==> src/rtl/fifo_pkg.sv <==
// Shared FIFO constants so the storage array, pointer controller and wrapper
// agree on geometry and threshold levels.
package fifo_pkg;

   localparam int unsigned W_ADDRESS = 4;
   localparam int unsigned W_DATA    = 8;
   localparam int unsigned L_FIFO    = 16;
   localparam int unsigned AF_LEVEL  = 14;
   localparam int unsigned AE_LEVEL  = 2;

   typedef logic [W_ADDRESS:0] fifo_ptr_t;

   function automatic int unsigned fifo_depth(input int unsigned w_addr);
      return 32'd1 << w_addr;
   endfunction

endpackage

==> src/rtl/fifo_ptr_counter.sv <==
// Wrap-around pointer counter with one extra wrap bit above the address bits.
module fifo_ptr_counter
   import fifo_pkg::*;
#(
   parameter int unsigned W = W_ADDRESS + 1
) (
   input  logic         clk,
   input  logic         rst,
   input  logic         inc,
   output logic [W-1:0] count
);

   localparam logic [W-1:0] STEP = {{(W-1){1'b0}}, 1'b1};

   always_ff @(posedge clk) begin
      if (rst)
         count <= '0;
      else if (inc)
         count <= count + STEP;
   end

endmodule

==> src/rtl/fifo_pointer_ctrl.sv <==
// FIFO pointer/flag controller: gates push/pop requests, advances wrap-bit
// pointers, and derives full/empty, thresholds, occupancy and sticky errors.
module fifo_pointer_ctrl #(
   parameter int unsigned w_address = fifo_pkg::W_ADDRESS,
   parameter int unsigned L_fifo    = fifo_pkg::L_FIFO,
   parameter int unsigned AF_LEVEL  = fifo_pkg::AF_LEVEL,
   parameter int unsigned AE_LEVEL  = fifo_pkg::AE_LEVEL
) (
   input  logic               clk,
   input  logic               rst,
   input  logic               wr_en,
   input  logic               rd_en,
   output logic               wr_en_ptr,
   output logic [w_address:0] write_pointer,
   output logic [w_address:0] read_pointer,
   output logic               full,
   output logic               empty,
   output logic               almost_full,
   output logic               almost_empty,
   output logic [w_address:0] fifo_count,
   output logic               overflow,
   output logic               underflow
);

   localparam logic [w_address:0] CNT_ONE = {{w_address{1'b0}}, 1'b1};
   localparam logic [w_address:0] AF_CNT  = AF_LEVEL[w_address:0];
   localparam logic [w_address:0] AE_CNT  = AE_LEVEL[w_address:0];

   logic wr_accept;
   logic rd_accept;

   // Flags depend only on registered pointers, so request inputs cannot glitch them.
   always_comb begin
      empty = (write_pointer == read_pointer);
      full  = (write_pointer[w_address] != read_pointer[w_address]) &&
              (write_pointer[w_address-1:0] == read_pointer[w_address-1:0]);
   end

   always_comb begin
      wr_accept    = wr_en & ~full  & ~rst;
      rd_accept    = rd_en & ~empty & ~rst;
      wr_en_ptr    = wr_accept;
      almost_full  = (fifo_count >= AF_CNT);
      almost_empty = (fifo_count <= AE_CNT);
   end

   fifo_ptr_counter #(.W(w_address + 1)) u_wr_ptr (
      .clk   (clk),
      .rst   (rst),
      .inc   (wr_accept),
      .count (write_pointer)
   );

   fifo_ptr_counter #(.W(w_address + 1)) u_rd_ptr (
      .clk   (clk),
      .rst   (rst),
      .inc   (rd_accept),
      .count (read_pointer)
   );

   always_ff @(posedge clk) begin
      if (rst) begin
         fifo_count <= '0;
         overflow   <= 1'b0;
         underflow  <= 1'b0;
      end else begin
         case ({wr_accept, rd_accept})
            2'b10:   fifo_count <= fifo_count + CNT_ONE;
            2'b01:   fifo_count <= fifo_count - CNT_ONE;
            default: fifo_count <= fifo_count;
         endcase
         if (wr_en && full)
            overflow <= 1'b1;
         if (rd_en && empty)
            underflow <= 1'b1;
      end
   end

endmodule

==> config.mk <==
export PLATFORM = sky130hd
export DESIGN_NAME = fifo_pointer_ctrl
export DESIGN_NICKNAME = d
export VERILOG_FILES = /design/src/rtl/fifo_pkg.sv /design/src/rtl/fifo_ptr_counter.sv /design/src/rtl/fifo_pointer_ctrl.sv
export SDC_FILE = /design/constraint.sdc
export NUM_CORES = 1
export LEC_CHECK = 0
export ABC_AREA = 0
export BUFFER_PORTS_ARGS = -buffer_cell sky130_fd_sc_hd__buf_2
export CORE_MARGIN = 2
export CORE_UTILIZATION = 54
export CTS_CLUSTER_DIAMETER = 60
export DETAILED_ROUTE_END_ITERATION = 6
export PLACE_DENSITY_LB_ADDON = 0.05
export SETUP_SLACK_MARGIN = 0.3
export SLEW_MARGIN = 10
export SYNTH_ARGS = -nofsm -noshare
export SYNTH_HDL_FRONTEND = slang
export SYNTH_SLANG_ARGS = --single-unit
==> constraint.sdc <==
create_clock -name clk -period 10.1 [get_ports clk]
set_input_delay 3.03 -clock clk [delete_from_list [all_inputs] [get_ports clk]]
set_output_delay 3.03 -clock clk [all_outputs]
set_load 0.02 [all_outputs]
==> summary.txt, run 1 <==
Outcome = finished, final reports clean
LEAKAGE = 0.546 nW
CP Capture Type = primary output
Hold WC Path Type = reg -> reg
PwrDens = 159 nW/um2
Post-Synth Simple-Gate Area = 18.7%
Clk pin slew, worst setup/hold paths = 0.11 ns
Cell Int Power = 0.110 mW
Starting Density = 56.1%
Largest family of logic cells by synthesized area = simple AND/OR/NAND/NOR gates
Max transition margin = 72.6%
Startpoint Class = primary input
Synthesized area = 948 um2
Synthesis Warnings = 0
Net Switching = 0.0665 mW
Number of max-cap violations = 0
Combinational power share = 33.6%
Die W = 45.9 um
Worst slew pin tran = 0.408 ns
Clock power frac = 20.9%
Via count = 774
DRC violations left = 0
Multiplexer area fraction after synthesis = 4.75%
Register area share after synthesis = 35.9%
Layout area overhead = 17.0%
Worst EP required = 7.07 ns
Die Area = 2110 um2
Final Hold Vio Count = 0
Num ports = 26
Worst hold slack = 0.479 ns
Setup TNS = 0 ns
Post-layout minimum cycle time = 6.83 ns
Reg2Reg Depth = 12
Crit Path Class = in -> out
Post-Syn Area per Cell = 9.21 um2
Hold Crit Start = underflow
Post-CTS Setup Bufs = 0
DP HPWL = 1300 um
CTS Buffer Depth = 2
H-tree level count = 1
Post-synthesis adder-cell area fraction = 10.0%
# fillers = 156
Share of cells above drive strength 1 = 29.5%
R2R Path Start = u_rd_ptr.count[2]
Diode count = 0
Pre-antenna DRT Iters = 4
Clock Latency Late Sink = 0.29 ns
Final clock skew = 0.00823 ns
Compound-gate portion of the synthesized area = 12.5%
Hold path depth = 2
Max VDD drop = 0.0900 mV
Syn Inst Count = 103
RSZ-0062 raised after global routing = false
IO Port Bufs = 25
Syn nets = 114
Total gr overflow = 0
Gp weighted congestion = 0.746
Area leader, netlist = dfxtp_1
Unique masters post-synth = 28
Final setup fails = 0
Worst r2r dst = fifo_count[4]
Seq pwr share = 45.5%
GRT Overall Usage = 18.8%
R2r setup slk = 6.98 ns
Yosys top cell area share = 35.9%
CTS Buf Count = 3
Arr. time, crit path = 3.80 ns
Antenna-violating nets left = 0
WHS Endpoint = underflow
Ys flop type = dfxtp_1
CTS tree = done
Largest net degree at the start of global routing = 21
Drt total wl = 1730 um
FFs w/ async S/R, synth = 0%
FP Rows = 15
Via density = 5.30
Top cells by area, synth = dfxtp_1 (36%), xor2_1 (9.2%), nor2_1 (8.3%), ha_1 (7.9%), xnor2_1 (5.5%)
Final net count = 141
Most frequent cells after synthesis = nor2_1 (21), dfxtp_1 (17), xor2_1 (10)
First-iteration detailed-routing DRC count = 5
Top-count cell post-synth = nor2_1
Post-synth EDFFs = 0
Fin crit share = 67.6%
Clock root buffer = clkbuf_4
Initial antenna violation count = 0
Post_cts resized = 0
Synth Area in XOR/XNOR = 14.8%
Sw Share = 37.6%
Number of global-route vias before repair = 635
Critical-path maximum fanout = 20
Final Max Tran Viols = 0
Fmax = 146 MHz
Die Ht = 45.9 um
Number of synthesized register bits = 17
Drt wl/cell = 11.8 um
Clock sink count = 17
Core ar. = 1690 um2
First-pass GRT wire length = 2870 um
Hold Buf Count CTS = 0
-- logic make-up after synthesis --
| kind of cell | count (synthesis) |
|---|---|
| AOI/OAI and AO/OA | 18 |
| xor gates and xnor gates | 16 |
| adders and majority gates | 7 |
| buffers and inverters | 8 |
| DFF | 17 |
| muxes | 4 |
| and+or+nand+nor | 33 |
-- how the worst max path moves through the flow --
stage / startpoint / end / slack, ns / cells past startpoint
2_1_floorplan: rst / wr_en_ptr / 3.40 / 3
3_3_place_gp: rst / wr_en_ptr / 3.28 / 4
3_5_place_dp: rst / wr_en_ptr / 3.27 / 4
4_1_cts: rst / wr_en_ptr / 3.27 / 4
5_1_grt: rst / wr_en_ptr / 3.22 / 4
6_report: rst / wr_en_ptr / 3.27 / 4
-- final cells by class --
class	count	area, um2	area share [%]
Sequential cell	17	340	30.7
Multi-Input combinational cell	78	577	52.0
Tap cell	17	21.3	1.92
Timing Repair Buffer	25	125	11.3
Clock inverter	1	5.00	0.451
Inverter	5	18.8	1.69
Clock buffer	3	22.5	2.03
-- metrics by stage --
stage | std cells | utilization [%] | cell area (um2) | total power [mW] | setup WS (ns)
final | 146 | 65.7 | 1110 | 0.177 | 3.27
after global routing | 146 | 65.7 | 1110 | 0.190 | 3.22
after CTS | 146 | 65.7 | 1110 | 0.179 | 3.27
after detailed placement | 142 | 64.1 | 1080 | 0.142 | 3.27
after global placement | 142 | 64.1 | 1080 | 0.141 | 3.28
after floorplan | 103 | - | 948 | 0.126 | 3.40
-- power by group through the flow --
stage	combinational (mW)	clock [mW]	sequential, mW
3_5_place_dp	0.0599	0	0.0819
4_1_cts	0.0602	0.0380	0.0805
2_1_floorplan	0.0377	0	0.0878
5_1_grt	0.0667	0.0423	0.0814
6_report	0.0595	0.0369	0.0805
3_3_place_gp	0.0587	0	0.0819
-- state kept, by name, indices dropped and copies added (netlist names) --
name            count
fifo_count          5
u_rd_ptr.count      5
u_wr_ptr.count      5
overflow            1
underflow           1
-- routing by layer --
| metal | share of wire [%] | track usage [%] |
|---|---|---|
| met1 | 54 | 26.7 |
| met2 | 42 | 26.4 |
| met3 | 3.6 | 4.76 |
| met4 | 0.70 | 8.57 |
| met5 | 0 | 0 |
-- worst max-delay path: stages --
cell and delay (ns):
buf_2 0.21, or2_2 0.35, inv_1 0.06, buf_2 0.15
-- cell usage in the layout, fill, tap and decap left out, types with 3 or more instances in the layout --
cell type and count:
o21ai_2 3, xnor2_1 6, inv_1 5, o21ai_0 3, a21oi_1 6, buf_2 25, mux2i_1 3, clkbuf_4 3
nor2_1 21, o211ai_1 3, and4_1 3, xor2_1 10, dfxtp_1 17, ha_1 6
Power figures use the tool's default switching activity.
==> run 2: changes to the inputs <==
--- a/config.mk
+++ b/config.mk
@@ -5,10 +5,10 @@
 export SDC_FILE = /design/constraint.sdc
 export NUM_CORES = 1
 export LEC_CHECK = 0
-export ABC_AREA = 0
+export ABC_AREA = 1
 export BUFFER_PORTS_ARGS = -buffer_cell sky130_fd_sc_hd__buf_2
 export CORE_MARGIN = 2
-export CORE_UTILIZATION = 54
+export CORE_UTILIZATION = 52
 export CTS_CLUSTER_DIAMETER = 60
 export DETAILED_ROUTE_END_ITERATION = 6
 export PLACE_DENSITY_LB_ADDON = 0.05
==> constraint.sdc (replaced) <==
create_clock -name clk -period 7.1 [get_ports clk]
set_input_delay 2.13 -clock clk [delete_from_list [all_inputs] [get_ports clk]]
set_output_delay 2.13 -clock clk [all_outputs]
set_load 0.02 [all_outputs]
==> summary.txt, run 2 <==
Number of synthesized register bits = 17
Post-synth EDFFs = 0
Area leader, netlist = dfxtp_1
Register area share after synthesis = 30.5%
Post-Syn Area per Cell = 7.10 um2
Drt wl/cell = 10.3 um
Total gr overflow = 0
H-tree level count = 1
Synthesis Warnings = 0
Clock root buffer = clkbuf_4
Num ports = 26
IO Port Bufs = 25
Hold Buf Count CTS = 0
Final net count = 195
CTS Buffer Depth = 2
Share of cells above drive strength 1 = 26.2%
Syn Inst Count = 157
Most frequent cells in the layout = nand2_1 (31), buf_2 (25), inv_1 (21)
Initial antenna violation count = 0
RSZ-0062 raised after global routing = false
Sw Share = 37.8%
Yosys top cell area share = 30.5%
Largest stage delay, worst path = 0.20 ns
Pre-antenna DRT Iters = 4
Largest net degree at the start of global routing = 11
Syn nets = 168
Top-count cell post-synth = nand2_1
Most used cell, CP = buf_2
Fin crit share = 68.4%
Final clock skew = 0.00772 ns
Outcome = finished, final reports clean
Die W = 50.3 um
Startpoint Class = primary input
Via count = 1022
Antenna-violating nets left = 0
Clock power frac = 22.2%
Seq pwr share = 45.7%
LEAKAGE = 0.658 nW
Number of global-route vias before repair = 905
First-pass GRT wire length = 3630 um
Most frequent cells after synthesis = nand2_1 (31), inv_1 (21), nor2_1 (19)
FP Rows = 16
Synthesized area = 1110 um2
Clock Latency Late Sink = 0.30 ns
Unique masters post-synth = 27
Clock sink count = 17
Final Hold Vio Count = 0
Post-CTS Setup Bufs = 0
Net Switching = 0.0914 mW
Pwr Total = 0.242 mW
Clk pin slew, worst setup/hold paths = 0.11 ns
Max transition margin = 78.9%
Final setup fails = 0
Ys flop type = dfxtp_1
DRC violations left = 0
Die Ht = 50.3 um
Diode count = 0
# fillers = 187
Max VDD drop = 0.116 mV
Slowest CP cell = buf_2
Die Area = 2530 um2
Crit Path Class = in -> out
Arr. time, crit path = 2.73 ns
Critical-path maximum fanout = 10
Commonest non-fill, non-tap cell in the layout = nand2_1
GRT Overall Usage = 18.5%
Gp weighted congestion = 0.812
Drt total wl = 2170 um
Setup TNS = 0 ns
Final Max Tran Viols = 0
Cell Int Power = 0.150 mW
Core ar. = 2000 um2
Layout area overhead = 14.3%
Top cells by area, synth = dfxtp_1 (31%), nand2_1 (10%), inv_1 (7.1%), ha_1 (6.7%), nor2_1 (6.4%)
Top Registers = fifo_count (5), u_rd_ptr.count (5), u_wr_ptr.count (5)
Worst hold slack = 0.486 ns
Worst slew pin tran = 0.309 ns
Combinational power share = 32.0%
CTS Buf Count = 3
Via density = 4.87
Post-layout minimum cycle time = 4.86 ns
FFs w/ async S/R, synth = 0%
Starting Density = 55.7%
Crit path cell chain = buf_2 > nand2_4 > nor2_1 > buf_2
DP HPWL = 1710 um
Worst EP required = 4.97 ns
CP Capture Type = primary output
Post_cts resized = 0
PwrDens = 190 nW/um2
Hold WC Path Type = reg -> reg
Fmax = 206 MHz
Number of max-cap violations = 0
First-iteration detailed-routing DRC count = 18
CTS tree = done
==> run 2: final timing paths <==
check	from	end	slack, ns	cells past startpoint
worst min-delay path	overflow	overflow	0.49	2
worst min register to register	overflow	overflow	0.49	2
worst max register to register	u_wr_ptr.count[0]	fifo_count[4]	4.49	19
worst max-delay path	wr_en	wr_en_ptr	2.24	4
==> run 2: cell type report <==
class	count	area, um2	area share, %
Multi-Input combinational cell	107	634	49.8
Sequential cell	17	340	26.7
Clock buffer	3	22.5	1.77
Timing Repair Buffer	25	125	9.82
Tap cell	27	33.8	2.65
Inverter	30	113	8.84
Clock inverter	1	5.00	0.393
==> run 2: per-stage QoR <==
step	cells	area, um2	worst slack (ns)	util [%]
final	210	1270	2.24	63.6
after global placement	206	1250	2.26	62.3
after CTS	210	1270	2.24	63.6
after floorplan	157	1110	2.28	-
after global routing	210	1270	2.17	63.6
after detailed placement	206	1250	2.25	62.3
==> run 2: critical path: cells and delay by family <==
kind | cells | cell delay, ns
buffers and inverters | 2 | 0.39
AND/OR/NAND/NOR | 2 | 0.21
==> run 2: per-layer routing <==
layer | track usage (%) | vias to the layer above | routed length (um)
met2 | 35.5 | 24 | 1080
met5 | 0 | - | 0
li1 | - | 547 | -
met1 | 20.8 | 446 | 971
met4 | 6.76 | 0 | 33
met3 | 1.79 | 5 | 85
==> run 2: power groups by stage <==
stage	clock network, mW	logic [mW]	registers (mW)
global placement	0	0.0765	0.113
floorplan	0	0.0515	0.120
CTS	0.0549	0.0785	0.111
detailed placement	0	0.0782	0.113
finish	0.0537	0.0775	0.111
global route	0.0573	0.0857	0.112
==> run 2: kinds of logic (layout without fill, tap and decap cells) <==
family	count (synthesis)	in the layout	share of synthesized area (%)
xor gates and xnor gates	4	4	3.82
DFF	17	17	30.5
buffers and inverters	33	59	12.6
AOI/OAI and AO/OA	19	19	10.1
and+or+nand+nor	77	77	34.5
adders and majority gates	7	7	8.53
